## config.mk

```make
export PLATFORM = sky130hd
export DESIGN_NAME = prio_grant_reg
export DESIGN_NICKNAME = d
export VERILOG_FILES = /design/src/rtl/prio_pkg.sv /design/src/rtl/first_one_idx.sv /design/src/rtl/prio_grant_reg.sv
export SDC_FILE = /design/constraint.sdc
export NUM_CORES = 1
export LEC_CHECK = 0
export BUFFER_PORTS_ARGS = -buffer_cell sky130_fd_sc_hd__buf_2
export CORE_AREA = 5 5 42 44
export DETAILED_ROUTE_END_ITERATION = 10
export DIE_AREA = 0 0 47 49
export HOLD_SLACK_MARGIN = 0.08
export SLEW_MARGIN = 20
export SYNTH_ARGS = -nofsm -noshare
export SYNTH_HDL_FRONTEND = slang
export SYNTH_SLANG_ARGS = --single-unit
```

## constraint.sdc

```tcl
create_clock -name clk -period 1.11 [get_ports clk]
set_input_delay 0.1665 -clock clk [delete_from_list [all_inputs] [get_ports clk]]
set_output_delay 0.1665 -clock clk [all_outputs]
set_load 0.02 [all_outputs]
```

## src/rtl/prio_pkg.sv

```systemverilog
// rtl/prio_pkg.sv - shared helpers for prio_grant_reg (width calc, popcount)
package prio_pkg;

  // Widest request vector the popcount helper supports.
  localparam int MAX_N = 64;

  // Index width for n lines, never narrower than one bit.
  function automatic int clog2_min1(input int n);
    int r;
    r = 0;
    for (int i = 0; i < 31; i++) begin
      if ((1 << i) < n) r = i + 1;
    end
    if (r < 1) r = 1;
    return r;
  endfunction

  // Number of set bits; narrower vectors are zero-extended by the caller.
  function automatic int unsigned popcount(input logic [MAX_N-1:0] v);
    int unsigned cnt;
    cnt = 0;
    for (int i = 0; i < MAX_N; i++) begin
      cnt = cnt + {31'b0, v[i]};
    end
    return cnt;
  endfunction

endpackage

```

## src/rtl/first_one_idx.sv

```systemverilog
// rtl/first_one_idx.sv - combinational lowest-set-bit finder with found flag
module first_one_idx
  import prio_pkg::*;
#(
  parameter int N  = 4,
  parameter int IW = clog2_min1(N)
) (
  input  logic [N-1:0]  vec,
  output logic [IW-1:0] idx,
  output logic          found
);

  // Scan from the top down so the lowest set bit is the last to write idx.
  always_comb begin
    idx   = '0;
    found = 1'b0;
    for (int i = N - 1; i >= 0; i--) begin
      if (vec[i]) begin
        idx   = IW'(i);
        found = 1'b1;
      end
    end
  end

endmodule

```

## src/rtl/prio_grant_reg.sv

```systemverilog
// rtl/prio_grant_reg.sv - registered priority grant with valid/ready hold; PRIO_GRANT_ROUND_ROBIN_EN selects round-robin search
module prio_grant_reg
  import prio_pkg::*;
#(
  parameter int N = 4
) (
  input  logic                    clk,
  input  logic                    rst,
  input  logic [N-1:0]            req,
  input  logic                    out_ready,
  output logic [clog2_min1(N)-1:0] z,
  output logic                    z_valid,
  output logic                    z_multi
);

  localparam int IW = clog2_min1(N);

  logic [IW-1:0]    z_q, z_d;
  logic             z_valid_q, z_valid_d;
  logic             z_multi_q, z_multi_d;
  logic             cap;
  logic [IW-1:0]    win_idx;
  logic             win_found;
  logic [MAX_N-1:0] req_wide;

  logic [IW-1:0] all_idx;
  logic          all_found;

  first_one_idx #(.N(N), .IW(IW)) u_all (
    .vec   (req),
    .idx   (all_idx),
    .found (all_found)
  );

`ifdef PRIO_GRANT_ROUND_ROBIN_EN
  logic [IW-1:0] ptr_q, ptr_d;
  logic [N-1:0]  req_hi;
  logic [IW-1:0] hi_idx;
  logic          hi_found;

  // Keep only requests strictly above the last grant so the search resumes after it.
  always_comb begin
    req_hi = '0;
    for (int i = 0; i < N; i++) begin
      if (i > int'(ptr_q)) req_hi[i] = req[i];
    end
  end

  first_one_idx #(.N(N), .IW(IW)) u_hi (
    .vec   (req_hi),
    .idx   (hi_idx),
    .found (hi_found)
  );

  // Prefer a winner above the pointer; otherwise wrap to the lowest set bit.
  always_comb begin
    win_idx   = hi_found ? hi_idx : all_idx;
    win_found = all_found;
  end

  // Pointer follows each successful capture only.
  always_comb begin
    ptr_d = ptr_q;
    if (cap && win_found) ptr_d = win_idx;
  end

  // Pointer register.
  always_ff @(posedge clk) begin
    if (rst) ptr_q <= '0;
    else     ptr_q <= ptr_d;
  end
`else
  // Fixed priority: the lowest set bit wins outright.
  always_comb begin
    win_idx   = all_idx;
    win_found = all_found;
  end
`endif

  // Zero-extend the request vector for the shared popcount helper.
  always_comb begin
    req_wide         = '0;
    req_wide[N-1:0]  = req;
  end

  assign cap = !z_valid_q || out_ready;

  // Capture a new grant when the slot is free or being consumed; z holds on empty captures.
  always_comb begin
    z_d       = z_q;
    z_valid_d = z_valid_q;
    z_multi_d = z_multi_q;
    if (cap) begin
      if (win_found) begin
        z_d       = win_idx;
        z_valid_d = 1'b1;
        z_multi_d = (popcount(req_wide) > 1);
      end else begin
        z_valid_d = 1'b0;
        z_multi_d = 1'b0;
      end
    end
  end

  // Output registers; reset drops any pending grant.
  always_ff @(posedge clk) begin
    if (rst) begin
      z_q       <= '0;
      z_valid_q <= 1'b0;
      z_multi_q <= 1'b0;
    end else begin
      z_q       <= z_d;
      z_valid_q <= z_valid_d;
      z_multi_q <= z_multi_d;
    end
  end

  assign z       = z_q;
  assign z_valid = z_valid_q;
  assign z_multi = z_multi_q;

endmodule

```

==> results of run 1 <==
==> per-layer routing <==
layer / share of wire / vias up / wire (µm)
met3: 0.13 / 0 / 63
li1: - / 111 / -
met1: 0.38 / 101 / 190
met2: 0.50 / 10 / 250
met5: 0 / - / 0
met4: 0 / 0 / 0
==> worst max-delay path: stages <==
cell,delay (ns)
buf_2,0.12
fa_1,0.52
o21ai_0,0.07
a311oi_1,0.24
==> synth_stat cells (all sizes together) <==
| master | count | area (µm²) |
|---|---|---|
| a311oi | 1 | 8.76 |
| nor2b | 1 | 6.26 |
| inv | 1 | 3.75 |
| dfxtp | 4 | 80.1 |
| nor3 | 2 | 10.0 |
| o21a | 1 | 7.51 |
| or4 | 1 | 7.51 |
| or2 | 1 | 6.26 |
| a221oi | 1 | 8.76 |
| nand2b | 1 | 6.26 |
| a21oi | 2 | 10.0 |
| o21ai | 3 | 15.0 |
| fa | 1 | 20.0 |
| nor2 | 1 | 3.75 |
==> sequential cells by signal, summed over array words and instances, names as in the netlist <==
signal   flops
z_multi      1
z            2
z_valid      1
==> power by group through the flow <==
stage / clock network [mW] / registers (mW) / logic, mW
6_report: 0.180 / 0.160 / 0.0833
4_1_cts: 0.189 / 0.160 / 0.0843
3_3_place_gp: 0 / 0.162 / 0.0826
5_1_grt: 0.203 / 0.161 / 0.0948
3_5_place_dp: 0 / 0.162 / 0.0837
2_1_floorplan: 0 / 0.176 / 0.0269
==> metrics by stage <==
stage,setup slack (ns),util,hold WS (ns)
floorplan,0.0517,-,0.236
global route,0.0538,0.221,0.144
detailed placement,-0.110,0.204,0.385
CTS,0.132,0.221,0.133
global placement,-0.0979,0.204,0.385
finish,0.136,0.221,0.141
==> layout make-up <==
cell class,count,area (µm²)
Timing Repair Buffer,13,72.6
Clock buffer,3,22.5
Tap cell,16,20.0
Multi-Input combinational cell,16,110
Inverter,1,3.75
Fill cell,162,1090
Sequential cell,4,80.1
==> how the worst min path moves through the flow <==
stage                          to  slack, ns  depth (start not counted)
after detailed placement  z_valid       0.38                          2
after global placement    z_valid       0.38                          2
after global routing      z_valid       0.14                          2
final                     z_valid       0.14                          2
after CTS                 z_valid       0.13                          2
after floorplan           z_valid       0.24                          1
==> cells by family after synthesis <==
family                     after synthesis
and+or+nand+nor                          7
adders and majority gates                1
buffers and inverters                    1
DFF                                      4
AOI/OAI and AO/OA                        8
==> impl_metrics.json, run 1 <==
{
  "status": "completed",
  "synthAdderAreaFrac": 0.103,
  "initial_core_util": 0.138,
  "wirelength_um": 504,
  "postSynthCellCount": 21,
  "maxCapViolations": 0,
  "fin_cells": 53,
  "io_pins": 11,
  "pwr-share-seq": 0.378,
  "grt_pass1_wl_um": 869,
  "top_usage_layer": "met2",
  "fp-row-count": 14,
  "vias": 222,
  "avgViaCountPerCell": 4.19,
  "switchingPower_mw": 0.109,
  "nNetsFinal": 47,
  "worst_pin_slew_ns": 0.241,
  "max_freq_ghz": 1.03,
  "yosysSeqAreaShare": 0.413,
  "p_comb_frac": 0.197,
  "final_cell_area_um2": 309,
  "syn-cell-area_um2": 194,
  "p_leak_nw": 0.137,
  "grt_max_degree": 8,
  "synth_top_family_by_area": "compound AO/OA/AOI/OAI gates",
  "synth-simple-area-share": 0.206,
  "htreeDepth": 1,
  "drc": 0,
  "use_met2": 0.0701,
  "worstPathRequired_ns": 1.25,
  "finalSetupViolations": 0,
  "placed_area_um2": 287,
  "synth_fp_nets": 29,
  "dp_cells": 50,
  "layout_worst_path_cycle_share": 0.878,
  "path_class": "in -> reg",
  "insertion_delay_ns": 0.23,
  "dr.pass1.iters": 2,
  "synth_compound_area_frac": 0.258,
  "peakVddDrop_uv": 496,
  "grt_pass1_vias": 225,
  "reg2reg_to": "z[1]",
  "wl_per_cell_um": 9.51,
  "avgSynthCellArea_um2": 9.24,
  "met1_usage": 0.0618,
  "synth.distinct_cells": 14,
  "dp_hpwl_um": 415,
  "yosysWarnings": 0,
  "grtUsageTotal": 0.0557,
  "final_cell_mix": "buf_2, dfxtp_1, o21ai_0, clkbuf_4, buf_4",
  "synthXorXnorAreaFrac": 0,
  "worstSetupEndpointType": "flop",
  "gp_congestion": 0.775,
  "crit_fanout": 2,
  "min_from": "rst",
  "coreArea_um2": 1400,
  "setup_tns_ns": 0,
  "clkPwrFrac": 0.425,
  "reg2reg_from": "z_valid",
  "cts_setup_buffers": 0,
  "p_int_mw": 0.314,
  "clkTransAtPathRegs_ns": 0.04,
  "cts_buffer_depth": 2,
  "ys_ff_latch": 4,
  "antennaDiodeCount": 0,
  "die_y_um": 49,
  "swShare": 0.257,
  "drv_slew": 0,
  "cp-start-kind": "input port",
  "critPathCapture": "z_multi",
  "reg2regPathDepth": 3,
  "die_area_um2": 2300,
  "hold_viol": 0,
  "power.density_nw_per_um2": 1370,
  "crit_start": "req[0]",
  "hold_buffers": 0,
  "grt_overflow": 0,
  "muxShareOfSynthArea": 0,
  "final_common_cell": "buf_2",
  "clock_skew_ns": 0.00248,
  "ant_nets": 0,
  "p_total_mw": 0.423,
  "grt_use_met3": 0.0627,
  "fin_crit_ns": 0.974,
  "hp-class": "in -> reg",
  "port_buffers": 10,
  "die_w_um": 47,
  "cts_tree": "built",
  "cts_made_buffers": 3,
  "worstPathArrival_ns": 1.12,
  "cts.sinks": 4,
  "drt_iter0_drc": 4,
  "clock-root-buffer": "clkbuf_4",
  "slew_headroom": 0.839,
  "cts.repair.resized": 0,
  "drive_gt1_frac": 0.459,
  "r2r_slack_ns": 0.16,
  "synthToLayoutAreaGrowth_pct": 59.4,
  "antenna_found_initial": 0,
  "rsz0062_at_grt": "false"
}
Note: power is estimated with default switching activity, not from simulation.
==> run 2: changes to the inputs <==
--- a/config.mk
+++ b/config.mk
@@ -5,6 +5,7 @@
 export SDC_FILE = /design/constraint.sdc
 export NUM_CORES = 1
 export LEC_CHECK = 0
+export ABC_AREA = 1
 export BUFFER_PORTS_ARGS = -buffer_cell sky130_fd_sc_hd__buf_2
 export CORE_AREA = 5 5 42 44
 export DETAILED_ROUTE_END_ITERATION = 10
==> run 2 against run 1 <==
  * Die area unchanged
  * Synthesized cell count increased by 62%
  * Clock skew increased by 0.0025 ns
  * Clock power about the same
  * Global-route usage decreased by 0.071 points
  * Critical endpoint unchanged
  * Largest cell class unchanged
==> impl_metrics.json, run 2 <==
{
  "ys_top_cells_by_count": "inv_1, nand2_1, nor2_1, dfxtp_1",
  "synth_edf_count": 0,
  "clock_skew_ns": 0.00501,
  "top_layer": "met3",
  "rsz0062_at_grt": "false",
  "yosysSeqAreaShare": 0.356,
  "path_class": "in -> reg",
  "avgViaCountPerCell": 3.62,
  "initial_core_util": 0.161,
  "cts_tree": "built",
  "die_w_um": 47,
  "dp_cells": 63,
  "cts.repair.resized": 0,
  "insertion_delay_ns": 0.24,
  "synth_area_leaders": "dfxtp_1, inv_1, nand2_1, fa_1, nor2_1",
  "wirelength_um": 506,
  "cts.sinks": 4,
  "synthToLayoutAreaGrowth_pct": 51.1,
  "crit_chain": "buf_2, fa_1, nand2_1, nand2_1, nand3_1, a21oi_1",
  "hold_viol": 0,
  "grt_max_degree": 5,
  "synth_fp_nets": 42,
  "slowest_stage": "fa_1",
  "routedLengthMet1_um": 177,
  "grt_overflow": 0,
  "vias": 239,
  "max_freq_ghz": 1.07,
  "crit_fanout": 2,
  "final.fill_count": 172,
  "wl_met3_um": 60,
  "cts_made_buffers": 3,
  "fin_crit_ns": 0.937,
  "ant_nets": 0,
  "port_buffers": 10,
  "cts_setup_buffers": 0,
  "grt_pass1_wl_um": 876,
  "worst_pin_slew_ns": 0.170,
  "postSynthCellCount": 34,
  "cp-start-kind": "input port",
  "drt_iter0_drc": 3,
  "die_y_um": 49,
  "die_area_um2": 2300,
  "synth_top_flop_cell": "dfxtp_1",
  "htreeDepth": 1,
  "nNetsFinal": 60,
  "peakVddDrop_uv": 472,
  "netlist.area_leader.share": 0.356,
  "clkTransAtPathRegs_ns": 0.03,
  "hp-class": "in -> reg",
  "drc": 0,
  "worstPathArrival_ns": 1.10,
  "async_flop_share": 0,
  "dp_hpwl_um": 416,
  "dr.pass1.iters": 4,
  "synth.distinct_cells": 10,
  "syn-cell-area_um2": 225,
  "fp-row-count": 14,
  "worstSetupEndpointType": "flop",
  "io_pins": 11,
  "wl_per_cell_um": 7.67,
  "slew_headroom": 0.886,
  "power.density_nw_per_um2": 1280,
  "coreArea_um2": 1400,
  "finalSetupViolations": 0,
  "avgSynthCellArea_um2": 6.62,
  "drv_slew": 0,
  "ys_ff_latch": 4,
  "synth_top_area_cell": "dfxtp_1",
  "antennaDiodeCount": 0,
  "crit_top_cell": "nand2_1",
  "fin_cells": 66,
  "cts_buffer_depth": 2,
  "gp_congestion": 0.649,
  "yosysWarnings": 0,
  "met2RoutedLength_um": 267,
  "hold_buffers": 0,
  "maxCapViolations": 0,
  "final_common_cell": "buf_2",
  "status": "completed",
  "cp_slowest_stage_delay_ns": 0.53,
  "clock-root-buffer": "clkbuf_4",
  "antenna_found_initial": 0,
  "largest_reg_flops": 2,
  "grt_pass1_vias": 240,
  "drive_gt1_frac": 0.400,
  "yosysMostFrequentCell": "inv_1",
  "p_leak_nw": 0.198,
  "hold_slack_ns": 0.104,
  "grtUsageTotal": 0.0550,
  "worstPathRequired_ns": 1.28,
  "layout_worst_path_cycle_share": 0.844,
  "final_cell_mix": "buf_2, inv_1, nand2_1"
}
[run 2: worst paths after layout]
| kind | slack (ns) | from | end | depth (start not counted) |
|---|---|---|---|---|
| max | 0.17 | req[0] | z_multi | 6 |
| min | 0.10 | rst | z_multi | 2 |
| max reg2reg | 0.24 | z_valid | z[1] | 4 |
| min reg2reg | 0.46 | z_multi | z_multi | 2 |
[run 2: kinds of logic (layout without fill, tap and decap cells)]
family          count (synthesis)  after routing  share of synthesized area
compound gates                  4              4                     0.0889
fa+ha+maj                       1              1                     0.0889
buf+inv                         8             24                      0.133
flops                           4              4                      0.356
simple gates                   17             17                      0.333
[run 2: cell type report]
cell class | count | area [µm²] | share of cell area
clock buffer | 3 | 22.5 | 0.0662
inverter | 8 | 30.0 | 0.0882
multi-input combinational | 22 | 115 | 0.338
sequential | 4 | 80.1 | 0.235
tap | 16 | 20.0 | 0.0588
timing repair buffer | 13 | 72.6 | 0.213
[run 2: report_power, final]
part	internal (mW)	switching, mW
combinational	0.0398	0.0530
clock	0.121	0.0619
sequential	0.156	0.00477
total	0.317	0.120
[run 2: through the flow]
step / utilization / TNS [ns] / total power [mW] / cell area [µm²] / worst slack, ns
after global routing: 0.243 / 0 / 0.472 / 340 / 0.0968
after floorplan: - / 0 / 0.215 / 225 / 0.0995
final: 0.243 / 0 / 0.436 / 340 / 0.173
after CTS: 0.243 / 0 / 0.449 / 340 / 0.167
after detailed placement: 0.227 / -0.0793 / 0.256 / 318 / -0.0793
after global placement: 0.227 / -0.0598 / 0.256 / 318 / -0.0598
[run 2: critical path, delay by kind of cell]
kind	cells	cell delay, ns
compound gates	1	0.12
simple gates	3	0.17
fa+ha+maj	1	0.53
buf+inv	1	0.11
[run 2: per-layer routing]
layer,vias to the layer above,global-route usage
li1,133,-
met1,100,0.0486
met2,6,0.0837
met3,0,0.0590
met4,0,0.0138
met5,-,0
